$ cat config.mk
export PLATFORM = sky130hd
export DESIGN_NAME = subservient_dbg_loader_flat
export DESIGN_NICKNAME = d
export VERILOG_FILES = /design/src/rtl/subservient_dbg_loader_if.sv /design/src/rtl/subservient_dbg_loader.sv /design/src/flat_wrapper.sv
export SDC_FILE = /design/constraint.sdc
export NUM_CORES = 1
export LEC_CHECK = 0
export ABC_AREA = 1
export BUFFER_PORTS_ARGS = -buffer_cell sky130_fd_sc_hd__buf_2
export CAP_MARGIN = 25
export CORE_MARGIN = 10
export CORE_UTILIZATION = 50
export CTS_CLUSTER_DIAMETER = 100
export DETAILED_ROUTE_END_ITERATION = 10
export GPL_TIMING_DRIVEN = 0
export PLACE_DENSITY_LB_ADDON = 0.1
export SLEW_MARGIN = 20
export SYNTH_ARGS = -nofsm -noshare
export SYNTH_HDL_FRONTEND = slang
export SYNTH_SLANG_ARGS = --single-unit
$ cat constraint.sdc
create_clock -name wb_clk_i -period 3.2 [get_ports wb_clk_i]
set_input_delay 0.8 -clock wb_clk_i [delete_from_list [all_inputs] [get_ports wb_clk_i]]
set_output_delay 0.8 -clock wb_clk_i [all_outputs]
set_load 0.01 [all_outputs]
$ cat src/rtl/subservient_dbg_loader_if.sv
// Wishbone write-initiator bundle between the image loader and the subservient debug port.
interface subservient_dbg_loader_if;
   logic [31:0] wbm_adr_o;
   logic [31:0] wbm_dat_o;
   logic [3:0]  wbm_sel_o;
   logic        wbm_we_o;
   logic        wbm_cyc_o;
   logic        wbm_stb_o;
   logic        wbm_ack_i;

   modport master (
      output wbm_adr_o, wbm_dat_o, wbm_sel_o, wbm_we_o, wbm_cyc_o, wbm_stb_o,
      input  wbm_ack_i
   );

   modport slave (
      input  wbm_adr_o, wbm_dat_o, wbm_sel_o, wbm_we_o, wbm_cyc_o, wbm_stb_o,
      output wbm_ack_i
   );
endinterface

$ cat src/rtl/subservient_dbg_loader.sv
// Packs a byte stream little-endian into words and writes them over Wishbone into the
// subservient SRAM while holding the core in debug mode.
module subservient_dbg_loader #(
   parameter int          MEMSIZE  = 1024,
   parameter logic [31:0] BASE_ADR = 32'h0000_0000,
   parameter int          TIMEOUT  = 255
) (
   input  logic                       wb_clk_i,
   input  logic                       wb_rst_i,
   input  logic                       i_start,
   input  logic [$clog2(MEMSIZE):0]   i_len,
   input  logic [7:0]                 i_byte,
   input  logic                       i_byte_valid,
   output logic                       o_byte_ready,
   subservient_dbg_loader_if.master   wbm,
   output logic                       o_debug_mode,
   output logic                       o_busy,
   output logic                       o_done,
   output logic                       o_err
);

   localparam int LEN_W = $clog2(MEMSIZE) + 1;
   localparam int IDX_W = $clog2(MEMSIZE / 4);
   localparam int CNT_W = $clog2(TIMEOUT + 1);

   localparam logic [1:0] IDLE    = 2'd0;
   localparam logic [1:0] COLLECT = 2'd1;
   localparam logic [1:0] WRITE   = 2'd2;
   localparam logic [1:0] DONE    = 2'd3;

   logic [1:0]       state;
   logic [LEN_W-1:0] remaining;
   logic [LEN_W-1:0] len_sat;
   logic [1:0]       lane;
   logic [3:0]       sel_q;
   logic [31:0]      word_q;
   logic [IDX_W-1:0] word_idx;
   logic [CNT_W-1:0] wait_cnt;
   logic             debug_q;
   logic             err_q;
   logic             cyc_act;
   logic             accept;
   logic             ack;

   assign len_sat = (i_len > LEN_W'(MEMSIZE)) ? LEN_W'(MEMSIZE) : i_len;
   assign accept  = (state == COLLECT) && i_byte_valid;
   assign ack     = (state == WRITE) && wbm.wbm_ack_i;

   always_ff @(posedge wb_clk_i) begin
      if (wb_rst_i) begin
         state     <= IDLE;
         remaining <= '0;
         lane      <= '0;
         sel_q     <= '0;
         word_idx  <= '0;
         wait_cnt  <= '0;
         debug_q   <= 1'b1;
         err_q     <= 1'b0;
      end else begin
         case (state)
            IDLE: begin
               if (i_start) begin
                  err_q     <= 1'b0;
                  lane      <= '0;
                  sel_q     <= '0;
                  word_idx  <= '0;
                  remaining <= len_sat;
                  if (len_sat == '0) begin
                     state   <= DONE;
                     debug_q <= 1'b0;
                  end else begin
                     state   <= COLLECT;
                     debug_q <= 1'b1;
                  end
               end
            end
            COLLECT: begin
               if (accept) begin
                  sel_q[lane] <= 1'b1;
                  lane        <= lane + 2'd1;
                  remaining   <= remaining - LEN_W'(1);
                  if (lane == 2'd3 || remaining == LEN_W'(1)) begin
                     state    <= WRITE;
                     wait_cnt <= '0;
                  end
               end
            end
            WRITE: begin
               if (ack) begin
                  sel_q    <= '0;
                  lane     <= '0;
                  word_idx <= word_idx + IDX_W'(1);
                  if (remaining == '0) begin
                     state   <= DONE;
                     debug_q <= 1'b0;
                  end else begin
                     state <= COLLECT;
                  end
               end else if (wait_cnt == CNT_W'(TIMEOUT - 1)) begin
                  // Give up on this write; the core stays in debug mode for a retry.
                  err_q <= 1'b1;
                  state <= IDLE;
               end else begin
                  wait_cnt <= wait_cnt + CNT_W'(1);
               end
            end
            DONE:    state <= IDLE;
            default: state <= IDLE;
         endcase
      end
   end

   // Word register is cleared at load start and after each write so unwritten lanes read 0.
   always_ff @(posedge wb_clk_i) begin
      if ((state == IDLE && i_start) || ack)
         word_q <= '0;
      else if (accept)
         word_q[{lane, 3'b000} +: 8] <= i_byte;
   end

   // Bus is released combinationally while reset is asserted.
   assign cyc_act = (state == WRITE) && !wb_rst_i;

   assign wbm.wbm_cyc_o = cyc_act;
   assign wbm.wbm_stb_o = cyc_act;
   assign wbm.wbm_we_o  = cyc_act;
   assign wbm.wbm_adr_o = cyc_act ? (BASE_ADR + 32'({word_idx, 2'b00})) : 32'h0;
   assign wbm.wbm_dat_o = cyc_act ? word_q : 32'h0;
   assign wbm.wbm_sel_o = cyc_act ? sel_q : 4'h0;

   assign o_byte_ready = (state == COLLECT);
   assign o_busy       = (state == COLLECT) || (state == WRITE);
   assign o_done       = (state == DONE);
   assign o_debug_mode = debug_q;
   assign o_err        = err_q;

endmodule

$ cat src/flat_wrapper.sv
// flat-port wrapper written by rule: the top's interface ports become plain ports
module subservient_dbg_loader_flat 
#(
   parameter int          MEMSIZE  = 1024,
   parameter logic [31:0] BASE_ADR = 32'h0000_0000,
   parameter int          TIMEOUT  = 255
)
  (wb_clk_i, wb_rst_i, i_start, i_len, i_byte, i_byte_valid, o_byte_ready, o_debug_mode, o_busy, o_done, o_err, wbm_wbm_adr_o, wbm_wbm_dat_o, wbm_wbm_sel_o, wbm_wbm_we_o, wbm_wbm_cyc_o, wbm_wbm_stb_o, wbm_wbm_ack_i);
  subservient_dbg_loader_if wbm_i ();
  input  logic wb_clk_i;
  input  logic wb_rst_i;
  input  logic i_start;
  input  logic [$clog2(MEMSIZE):0] i_len;
  input  logic [7:0] i_byte;
  input  logic i_byte_valid;
  output logic o_byte_ready;
  output logic o_debug_mode;
  output logic o_busy;
  output logic o_done;
  output logic o_err;
  output wire logic [$bits(wbm_i.wbm_adr_o)-1:0] wbm_wbm_adr_o;
  output wire logic [$bits(wbm_i.wbm_dat_o)-1:0] wbm_wbm_dat_o;
  output wire logic [$bits(wbm_i.wbm_sel_o)-1:0] wbm_wbm_sel_o;
  output wire logic [$bits(wbm_i.wbm_we_o)-1:0] wbm_wbm_we_o;
  output wire logic [$bits(wbm_i.wbm_cyc_o)-1:0] wbm_wbm_cyc_o;
  output wire logic [$bits(wbm_i.wbm_stb_o)-1:0] wbm_wbm_stb_o;
  input wire logic [$bits(wbm_i.wbm_ack_i)-1:0] wbm_wbm_ack_i;
  assign wbm_wbm_adr_o = wbm_i.wbm_adr_o;
  assign wbm_wbm_dat_o = wbm_i.wbm_dat_o;
  assign wbm_wbm_sel_o = wbm_i.wbm_sel_o;
  assign wbm_wbm_we_o = wbm_i.wbm_we_o;
  assign wbm_wbm_cyc_o = wbm_i.wbm_cyc_o;
  assign wbm_wbm_stb_o = wbm_i.wbm_stb_o;
  assign wbm_i.wbm_ack_i = wbm_wbm_ack_i;
  subservient_dbg_loader #(.MEMSIZE(MEMSIZE), .BASE_ADR(BASE_ADR), .TIMEOUT(TIMEOUT)) u_core (.wb_clk_i(wb_clk_i), .wb_rst_i(wb_rst_i), .i_start(i_start), .i_len(i_len), .i_byte(i_byte), .i_byte_valid(i_byte_valid), .o_byte_ready(o_byte_ready), .wbm(wbm_i), .o_debug_mode(o_debug_mode), .o_busy(o_busy), .o_done(o_done), .o_err(o_err));
endmodule
; ---- Word level (Yosys, flattened, before mapping)
; Cells that the tools add are included.
[word_totals]
output_inout_bits = 76
ff_bits = 69
input_bits = 24
[classes]
n_mux = 43
shifts = 2
n_lt_le_gt_ge = 3
n_bitwise = 1
eq_ne = 15
reduce_logical = 23
addsub = 5
[op_table]
columns = cell, count
row1 = 2-to-1 mux 8 bit, 6
row2 = 2-to-1 mux 11 bit, 3
row3 = bitwise mux 32 bit, 1
row4 = 2-to-1 mux 32 bit, 1
row5 = one-hot mux 8 bit (2 select lines), 2
row6 = variable shift 8 x 7 -> 32 bit (first input constant), 1
row7 = indexed part select 8 x 7 -> 32 bit, 1
row8 = zero test 11 bit, 2
row9 = one-hot mux 11 bit (2 select lines), 1
row10 = 2-to-1 mux 2 bit, 10
row11 = adder 8 x 1 -> 8 bit (second input constant), 2
row12 = 2-to-1 mux 4 bit, 4
row13 = AND reduction 4 bit, 4
row14 = one-hot mux 4 bit (3 select lines), 1
row15 = equality test 11 x 1 -> 1 bit (second input constant), 1
row16 = > comparator 11 bit (second input constant), 1
row17 = subtractor 11 x 1 -> 11 bit (second input constant), 1
row18 = 2-to-1 mux 10 bit, 1
row19 = inequality test 2 bit (second input constant), 5
row20 = equality test 8 bit (second input constant), 1
row21 = 2-to-1 mux 1 bit, 8
row22 = one-hot mux 2 bit (4 select lines), 1
row23 = negator 5 -> 7 bit, 1
row24 = equality test 2 bit (second input constant), 3
row25 = 18 further kinds, 30

; ---- Longest topological paths before layout
; Gate-level depths: netlist (run 1).
[depth]
ltp_word = 7
ltp_mapped = 12
mapped_depth_nobuf = 12

; ---- Worst setup path after synthesis (run 1)
; No wires, ideal clock.
[synth_path]
kind = flip-flop to output port
from = reg u_core.state[0]
to = out wbm_wbm_adr_o[2]
arrival_ns = 1.501
path_buffers = 2
stages_incl_launch_ff = 9
path_slack_ns = 0.899
required_ns = 2.400
cell_sequence = dfxtp_1 > inv_1 > ha_1 > inv_2 > buf_2 > nor2_4 > inv_2 > buf_2 > nor2_1
[synth_via]
elab_chain_len = 3
[synth_rtl]
columns = element, line_no
row1 = "start, declared", subservient_dbg_loader.sv:31  ; logic [1:0] state;
row2 = "start signal, assigned", subservient_dbg_loader.sv:51  ; state <= IDLE;
row3 = "start signal, assigned", subservient_dbg_loader.sv:69  ; state <= DONE;
row4 = "start signal, assigned", subservient_dbg_loader.sv:72  ; state <= COLLECT;
row5 = equality test 2 bit, subservient_dbg_loader.sv:122  ; assign cyc_act = (state == WRITE) && !wb_rst_i;
row6 = logical AND 1 bit, subservient_dbg_loader.sv:122
row7 = net wbm_wbm_cyc_o, flat_wrapper.sv:25  ; output wire logic [$bits(wbm_i.wbm_cyc_o)-1:0] wbm_wbm_cyc_o;
row8 = 2-to-1 mux 10 bit, subservient_dbg_loader.sv:127  ; assign wbm.wbm_adr_o = cyc_act ? (BASE_ADR + 32'({word_idx, 2'b00})) : 32'h0;
row9 = "end, declared", flat_wrapper.sv:21  ; output wire logic [$bits(wbm_i.wbm_adr_o)-1:0] wbm_wbm_adr_o;
; The timed path passes the listed nets, and every way through them passes these cells.

; ---- Worst setup path in the final report (run 1)
[layout_path]
from = reg u_core.state[0]
to = out wbm_wbm_dat_o[24]
[layout_via]
elab_chain_len = 3
[layout_rtl]
columns = element, line_no
row1 = equality test 2 bit, subservient_dbg_loader.sv:122
row2 = logical AND 1 bit, subservient_dbg_loader.sv:122
row3 = 2-to-1 mux 32 bit, subservient_dbg_loader.sv:128  ; assign wbm.wbm_dat_o = cyc_act ? word_q : 32'h0;
row4 = "end, declared", flat_wrapper.sv:22  ; output wire logic [$bits(wbm_i.wbm_dat_o)-1:0] wbm_wbm_dat_o;
; Every way passes these cells.

==> results of run 1 <==
logic make-up (layout without fill, tap and decap cells):
family / after synthesis / after routing / share of synthesized area, %
compound gates: 120 / 120 / 17.9
xor+xnor: 3 / 3 / 0.621
fa+ha+maj: 18 / 18 / 5.33
buf+inv: 139 / 229 / 15.8
flops: 69 / 69 / 32.7
other cells: 1 / 24 / 0.0887
simple gates: 259 / 259 / 27.6
layout make-up:
class	instances	share of cell area, %
buffer	49	6.62
clock buffer	10	2.55
clock inverter	5	1.05
inverter	90	6.80
multi-input combinational	424	45.2
sequential	69	27.6
tap	105	2.63
timing repair buffer	75	7.50
state kept, by name, indices dropped and copies added (netlist names):
signal,count
u_core.lane,2
u_core.state,2
u_core.word_q,32
u_core.o_debug_mode,1
u_core.sel_q,4
u_core.wait_cnt,8
u_core.o_err,1
u_core.word_idx,8
u_core.remaining,11
worst reg2reg max path, delay by kind of cell, from the launching register on:
family / cells / cell delay (ns)
flops: 1 / 0.41
buf+inv: 3 / 0.77
fa+ha+maj: 1 / 0.42
compound gates: 2 / 0.36
simple gates: 1 / 0.42
final timing paths:
kind | start | cells after the start | endpoint | slack [ns]
max | u_core.state[0] | 9 | wbm_wbm_dat_o[24] | 0.18
max reg2reg | u_core.lane[0] | 7 | u_core.word_q[4] | 0.72
min | u_core.o_debug_mode | 2 | u_core.o_debug_mode | 0.45
min reg2reg | u_core.o_debug_mode | 2 | u_core.o_debug_mode | 0.45
power groups by stage:
| stage | Clock (mW) | Combinational (mW) | Sequential (mW) |
|---|---|---|---|
| after CTS | 0.701 | 1.76 | 1.13 |
| final | 0.682 | 1.78 | 1.14 |
| after detailed placement | 0 | 1.75 | 1.15 |
| after global routing | 0.728 | 2.00 | 1.16 |
| after global placement | 0 | 1.72 | 1.14 |
| after floorplan | 0 | 1.35 | 1.13 |
routing by layer:
layer / up-vias / routed length, µm
met5: - / 0
met3: 14 / 810
met2: 116 / 5090
met4: 0 / 153
li1: 2137 / -
met1: 1829 / 5040
stage by stage:
stage          area [µm²]  setup slack, ns  cells  hold slack [ns]
2_1_floorplan        4320            0.899    632            0.437
3_3_place_gp         4820            0.480    812            0.428
3_5_place_dp         4820            0.476    812            0.431
4_1_cts              5000            0.120    827            0.450
5_1_grt              5000           0.0176    827            0.485
6_report             5000            0.175    827            0.450
layout by cell type, fill, tap and decap left out, types with 17 or more instances in the layout:
master    instances
inv_2            17
conb_1           24
nand3_1          29
a21oi_1          50
dfxtp_1          69
a31oi_1          17
nand2_1         103
a211oi_1         25
buf_4            27
ha_1             18
buf_2            89
inv_1            70
nor2_1           87
repair_timing:
item,4_1_cts,5_1_grt
resized for setup,0,1
setup endpoints to repair,0,1
hold buffers,0,0
buffers inserted,0,0
==> out/metrics.yaml, run 1 <==
fill_cells: 786
switching_share_pct: 45.7
maxCapViolations: 0
routed_wl_um: 11100
fin_tns_setup_ns: 0
worstHoldPathType: "reg2reg"
crit_arrival_ns: 2.22
synthDistinctLibCells: 42
finalCritPeriodShare_pct: 94.5
drt_iter0_drc: 175
cpMaxStageDelayCell: "dfxtp_1"
syn_area_um2: 4230
path_clk_slew_ns: 0.07
portBuffers: 75
p_comb_share_pct: 49.5
path_max_fanout: 10
dp_hpwl_um: 8520
die_area_um2: 12500
slew_headroom_pct: 65.1
nets: 760
grt_busiest_layer: "met2"
die_x_um: 112
drc_errors: 0
synth_top_area_share_pct: 32.7
rows: 33
pwr-share-seq_pct: 31.6
met2_usage_pct: 28.2
total_power_mw: 3.60
met1_usage_pct: 21.3
p_clk_share_pct: 19.0
cts_sinks: 69
area_growth_pct: 18.3
setup_viol_count_final: 0
initial_utilization_pct: 51.5
tightest_slew_ns: 0.524
syn_inst: 609
core_um2: 8220
required_ns: 2.40
grt_pass1_wl_um: 18400
p_leak_nw: 2.29
drive_gt1_share_pct: 25.5
ys.flop_type: "dfxtp_1"
async_flop_share_pct: 0
die_h_um: 112
fin_crit_ns: 3.02
synth_common_cells: "nand2_1, nor2_1, inv_1, dfxtp_1, a21oi_1"
ctsLongestPathBuffers: 2
status: "finished clean"
slew_viol_final: 0
ant_nets: 0
dr.pass1.iters: 5
synthTopCellsByArea: "dfxtp_1, nand2_1, nor2_1, inv_1, a21oi_1"
fin_util_pct: 60.9
synth_most_common_cell: "nand2_1"
synth-edff-count: 0
path_class: "reg2out"
cts-root-buf: "clkbuf_8"
crit_chain: "inv_1, ha_1, inv_2, buf_2, nor2_4, inv_2, clkbuf_4, nor2_1, buf_2"
cp_num_buf_inv: 6
seq_area_frac_synth_pct: 32.7
grt_pass1_vias: 3955
cp-start-kind: "register"
path_delay_family: "buffers and inverters"
grt.overflow.total: 0
yosysWarningCount: 0
power.internal_mw: 1.95
grt_usage_pct: 17.2
synth.avg_cell_area_um2: 6.94
finClkSkew_ns: 0.0106
gp_congestion: 0.887
rsz0062_at_grt: "false"
vias: 4096
hold_viol_final: 0
endpoint_kind: "primary output"
grt_start_max_net_pins: 14
synth-seq-cells: 69
cts_max_level: 3
antenna_found_initial: 0
diodes: 0
multiInputGateArea_um2: 2260
clkLatencyLatePin_ns: 0.34
max_stage_delay_ns: 0.36
cts_tree: "built"
cts_buffers: 9
grt_use_met3_pct: 4.62
power_density_nw_per_um2: 719
ir_drop_uv: 532
seq_area_um2: 1380
max_freq_ghz: 0.331
avgRoutedWirePerCell_um: 13.4
synth_top_area_cell: "dfxtp_1"
io_pins: 100
power_switching_mw: 1.64
via_per_inst: 4.95
(Power assumes the default switching activity.)
==> run 2, diff against run 1 <==
CORE_UTILIZATION = 55   (was 50)
PLACE_DENSITY = 0.81   (was not set)
PLACE_DENSITY_LB_ADDON = not set   (was 0.1)
==> run 2 against run 1 <==
Against the previous run: sequential share of layout area decreased by 0.19 points; power grew 3.6%; die area down 7.5%.
==> out/metrics.yaml, run 2 (synthesis results as in run 1) <==
grt_pass1_vias: 4092
worstHoldPathType: "reg2reg"
slew_headroom_pct: 65.8
avgRoutedWirePerCell_um: 13.4
portBuffers: 75
status: "finished clean"
nets: 760
dp_hpwl_um: 8450
most-common-layout-cells: "nand2_1, buf_2, nor2_1, inv_1, dfxtp_1"
fin_tns_setup_ns: 0
met1_usage_pct: 21.8
cp-start-kind: "register"
p_leak_nw: 2.32
drive_gt1_share_pct: 25.6
grt_start_max_net_pins: 14
reg_top3: "u_core.word_q (32), u_core.remaining (11)"
setup_viol_count_final: 0
fin_crit_ns: 3.03
met2_usage_pct: 31.9
largest_reg_flops: 32
diodes: 0
tightest_slew_ns: 0.513
routed_wl_um: 11000
cts_buffers: 9
power_density_nw_per_um2: 740
die_x_um: 108
area_growth_pct: 19.2
path_clk_slew_ns: 0.07
grt.overflow.total: 0
hold_buffers: 0
cts_sinks: 69
slew_viol_final: 0
clkLatencyLatePin_ns: 0.35
initial_utilization_pct: 57.4
drc_errors: 0
cts-root-buf: "clkbuf_8"
rows: 31
cts_tree: "built"
die_area_um2: 11600
total_power_mw: 3.73
grt_busiest_layer: "met2"
maxCapViolations: 0
rsz0062_at_grt: "false"
crit_arrival_ns: 2.23
max_freq_ghz: 0.330
dr.pass1.iters: 4
endpoint_kind: "primary output"
finalCritPeriodShare_pct: 94.8
via_per_inst: 5.12
path_class: "reg2out"
cts_max_level: 3
ant_nets: 0
die_h_um: 108
grt_pass1_wl_um: 18400
antenna_found_initial: 0
top_register: "u_core.word_q"
path_max_fanout: 10
gp_congestion: 0.954
grt_usage_pct: 18.9
core_um2: 7370
ir_drop_uv: 431
drt_iter0_drc: 184
finClkSkew_ns: 0.00501
io_pins: 100
grt_use_met3_pct: 4.97
required_ns: 2.40
layout_commonest_cell: "nand2_1"
cts_resized: 0
vias: 4211
hold_viol_final: 0
ctsLongestPathBuffers: 2
postCtsSetupBuffers: 0
-- run 2: cell type report --
type                    instances  area (µm²)
plain buffers                  49         329
clock buffers                  12         155
clock inverters                 4        70.1
fillers                       654        2330
inverters                      90         340
multi-input cells             424        2260
flip-flops and latches         69        1380
well taps                      99         124
repair buffers                 75         375
-- run 2: routing by layer --
layer,routed length (µm),up-vias
li1,-,2139
met1,4560,1901
met2,5280,150
met3,927,21
met4,235,0
met5,0,-
-- run 2: worst paths after layout --
kind | from | to | slack, ns | cells past startpoint
setup reg to reg | u_core.lane[0] | u_core.word_q[5] | 0.71 | 7
hold / removal | u_core.o_debug_mode | u_core.o_debug_mode | 0.45 | 2
setup / recovery | u_core.state[0] | wbm_wbm_dat_o[28] | 0.17 | 9
hold reg to reg | u_core.o_debug_mode | u_core.o_debug_mode | 0.45 | 2
-- run 2: power by group --
group	total (mW)	internal, mW	switching (mW)	leakage, nW
Clock	0.808	0.479	0.329	0.116
Combinational	1.79	0.573	1.21	1.64
Sequential	1.13	1.03	0.105	0.560
Total	3.73	2.08	1.65	2.32
-- run 2: critical path, stage by stage (launching register included) --
cell     delay (ns)
dfxtp_1        0.37
inv_1          0.11
ha_1           0.31
inv_2          0.14
buf_2          0.25
nor2_4         0.06
inv_2          0.16
buf_2          0.26
nor2_1         0.08
buf_2          0.14
-- run 2: metrics by stage --
step	cell area (µm²)	cells	hold slack [ns]	worst slack [ns]	utilization, %
floorplan	4320	632	0.437	0.899	-
global placement	4810	806	0.429	0.606	65.3
detailed placement	4810	806	0.431	0.544	65.3
CTS	5040	822	0.450	0.159	68.4
global route	5040	822	0.478	0.00843	68.4
finish	5040	822	0.446	0.168	68.4
==> run 3, diff against run 2 <==
ABC_AREA = not set   (was 1)
CORE_MARGIN = not set   (was 10)
PLACE_DENSITY = 0.83   (was 0.81)
==> run 3 against run 2 <==
Against the previous run: via count decreased by 10%; non-clock buffer count up 1; synthesized cell count is 24% lower; wire length is 8.1% lower.
==> out/metrics.yaml, run 3 <==
status: "finished clean"
dr.max_layer_used: "met4"
ys.flop_type: "dfxtp_1"
layout_commonest_cell: "buf_2"
p_leak_nw: 2.15
portBuffers: 73
core_um2: 6490
fin_crit_ns: 2.99
required_ns: 2.40
fin_util_pct: 69.7
drive_gt1_share_pct: 23.1
path_class: "reg2out"
initial_utilization_pct: 58.5
gp_congestion: 0.919
synth_top_area_cell: "dfxtp_1"
synth-seq-cells: 69
avgRoutedWirePerCell_um: 15.4
fin_tns_setup_ns: 0
path_max_fanout: 10
finClkSkew_ns: 0.00997
cp-start-kind: "register"
slew_viol_final: 0
cts-root-buf: "clkbuf_8"
grt_pass1_vias: 3461
tightest_slew_ns: 0.881
diodes: 0
cts_buffers: 9
hold_viol_final: 0
die_x_um: 85.1
max_freq_ghz: 0.334
synth.avg_cell_area_um2: 8.18
grt_start_max_net_pins: 14
synthDistinctLibCells: 52
postCtsSetupBuffers: 0
hold_buffers: 0
area_growth_pct: 19.2
ctsLongestPathBuffers: 2
grt_usage_pct: 28.5
vias: 3774
cts_max_level: 3
setup_viol_count_final: 0
via_per_inst: 5.77
yosysWarningCount: 0
routed_wl_um: 10100
die_h_um: 85.1
m1WireLength_um: 4480
dp_hpwl_um: 7360
largest_reg_flops: 32
synth_common_cells: "dfxtp_1, nor2_1, and3_1, a22oi_1, buf_4"
finalNonFillerCells: 654
rsz0062_at_grt: "false"
most-common-layout-cells: "buf_2, nor2_1, dfxtp_1, and3_1, a22oi_1"
synth_top_area_share_pct: 36.4
synthTopCellsByArea: "dfxtp_1, and3_1, nor2_1, a22oi_1, ha_1"
drc_errors: 0
antenna_found_initial: 0
ant_nets: 0
finalCritPeriodShare_pct: 93.6
syn_inst: 464
worstHoldPathType: "reg2reg"
path_clk_slew_ns: 0.08
syn_area_um2: 3800
nets: 614
route.met3.wl_um: 683
dr.pass1.iters: 5
clkLatencyLatePin_ns: 0.35
crit_arrival_ns: 2.19
cts_sinks: 69
maxCapViolations: 0
met2WireLength_um: 4770
grt.overflow.total: 0
power_density_nw_per_um2: 686
hold_slack_ns: 0.467
die_area_um2: 7240
grt_pass1_wl_um: 16400
endpoint_kind: "primary output"
ir_drop_uv: 360
reg_top3: "u_core.word_q (32), u_core.remaining (11)"
drt_iter0_drc: 307
slew_headroom_pct: 40.8
place_inst: 638
rows: 29
io_pins: 100
cts_tree: "built"
top_register: "u_core.word_q"
synth-edff-count: 0
async_flop_share_pct: 0
seq_area_frac_synth_pct: 36.4
## run 3: path summary, 6_finish.rpt
| check | start | end | cells after the start | slack, ns |
|---|---|---|---|---|
| setup / recovery | u_core.state[0] | wbm_wbm_dat_o[16] | 7 | 0.21 |
| hold / removal | u_core.o_debug_mode | u_core.o_debug_mode | 1 | 0.47 |
| setup reg to reg | u_core.state[1] | u_core.word_q[10] | 7 | 0.74 |
| hold reg to reg | u_core.o_debug_mode | u_core.o_debug_mode | 1 | 0.47 |
## run 3: cell families (layout without fill, tap and decap cells)
family          after synthesis  after routing  synth area share [%]
mux                           4              4                  1.05
xor+xnor                      9              9                  2.08
compound gates              103            103                  18.3
other cells                   1             24                0.0988
simple gates                197            197                  27.3
fa+ha+maj                    18             18                  5.93
flops                        69             69                  36.4
buf+inv                      63            153                  8.86
## run 3: critical path, stage by stage, from the launching register on
cell	delay, ns
dfxtp_1	0.34
inv_1	0.11
ha_1	0.22
clkbuf_2	0.24
clkbuf_2	0.27
clkbuf_1	0.30
and3_1	0.23
buf_2	0.13
## run 3: cell type report
cell class / count / area (µm²)
clock inverter: 6 / 47.5
timing repair buffer: 74 / 369
sequential: 69 / 1380
fill: 550 / 1970
buffer: 51 / 295
inverter: 12 / 45.0
tap: 77 / 96.3
multi-input combinational: 355 / 2170
clock buffer: 10 / 128
## run 3: repair_timing
item	4_1_cts	5_1_grt
setup endpoints to repair	29	32
hold endpoints to repair	0	0
resized for setup	1	3
## run 3: stage by stage
step,worst slack [ns],power (mW),instance area [µm²]
after floorplan,0.743,2.08,3880
after global placement,0.0742,2.38,4350
after detailed placement,0.0358,2.42,4350
after CTS,0.0345,3.07,4530
after global routing,0.0653,3.31,4530
final,0.206,3.10,4530
## run 3: power breakdown
part	internal, mW	switching [mW]	total [mW]
registers	0.978	0.122	1.10
logic	0.472	0.881	1.35
clock network	0.288	0.363	0.651
## run 3: layer usage
layer / up-vias / GRT usage (%)
li1: 1833 / -
met1: 1770 / 39.4
met2: 153 / 44.9
met3: 18 / 4.47
met4: 0 / 10.9
met5: - / 0
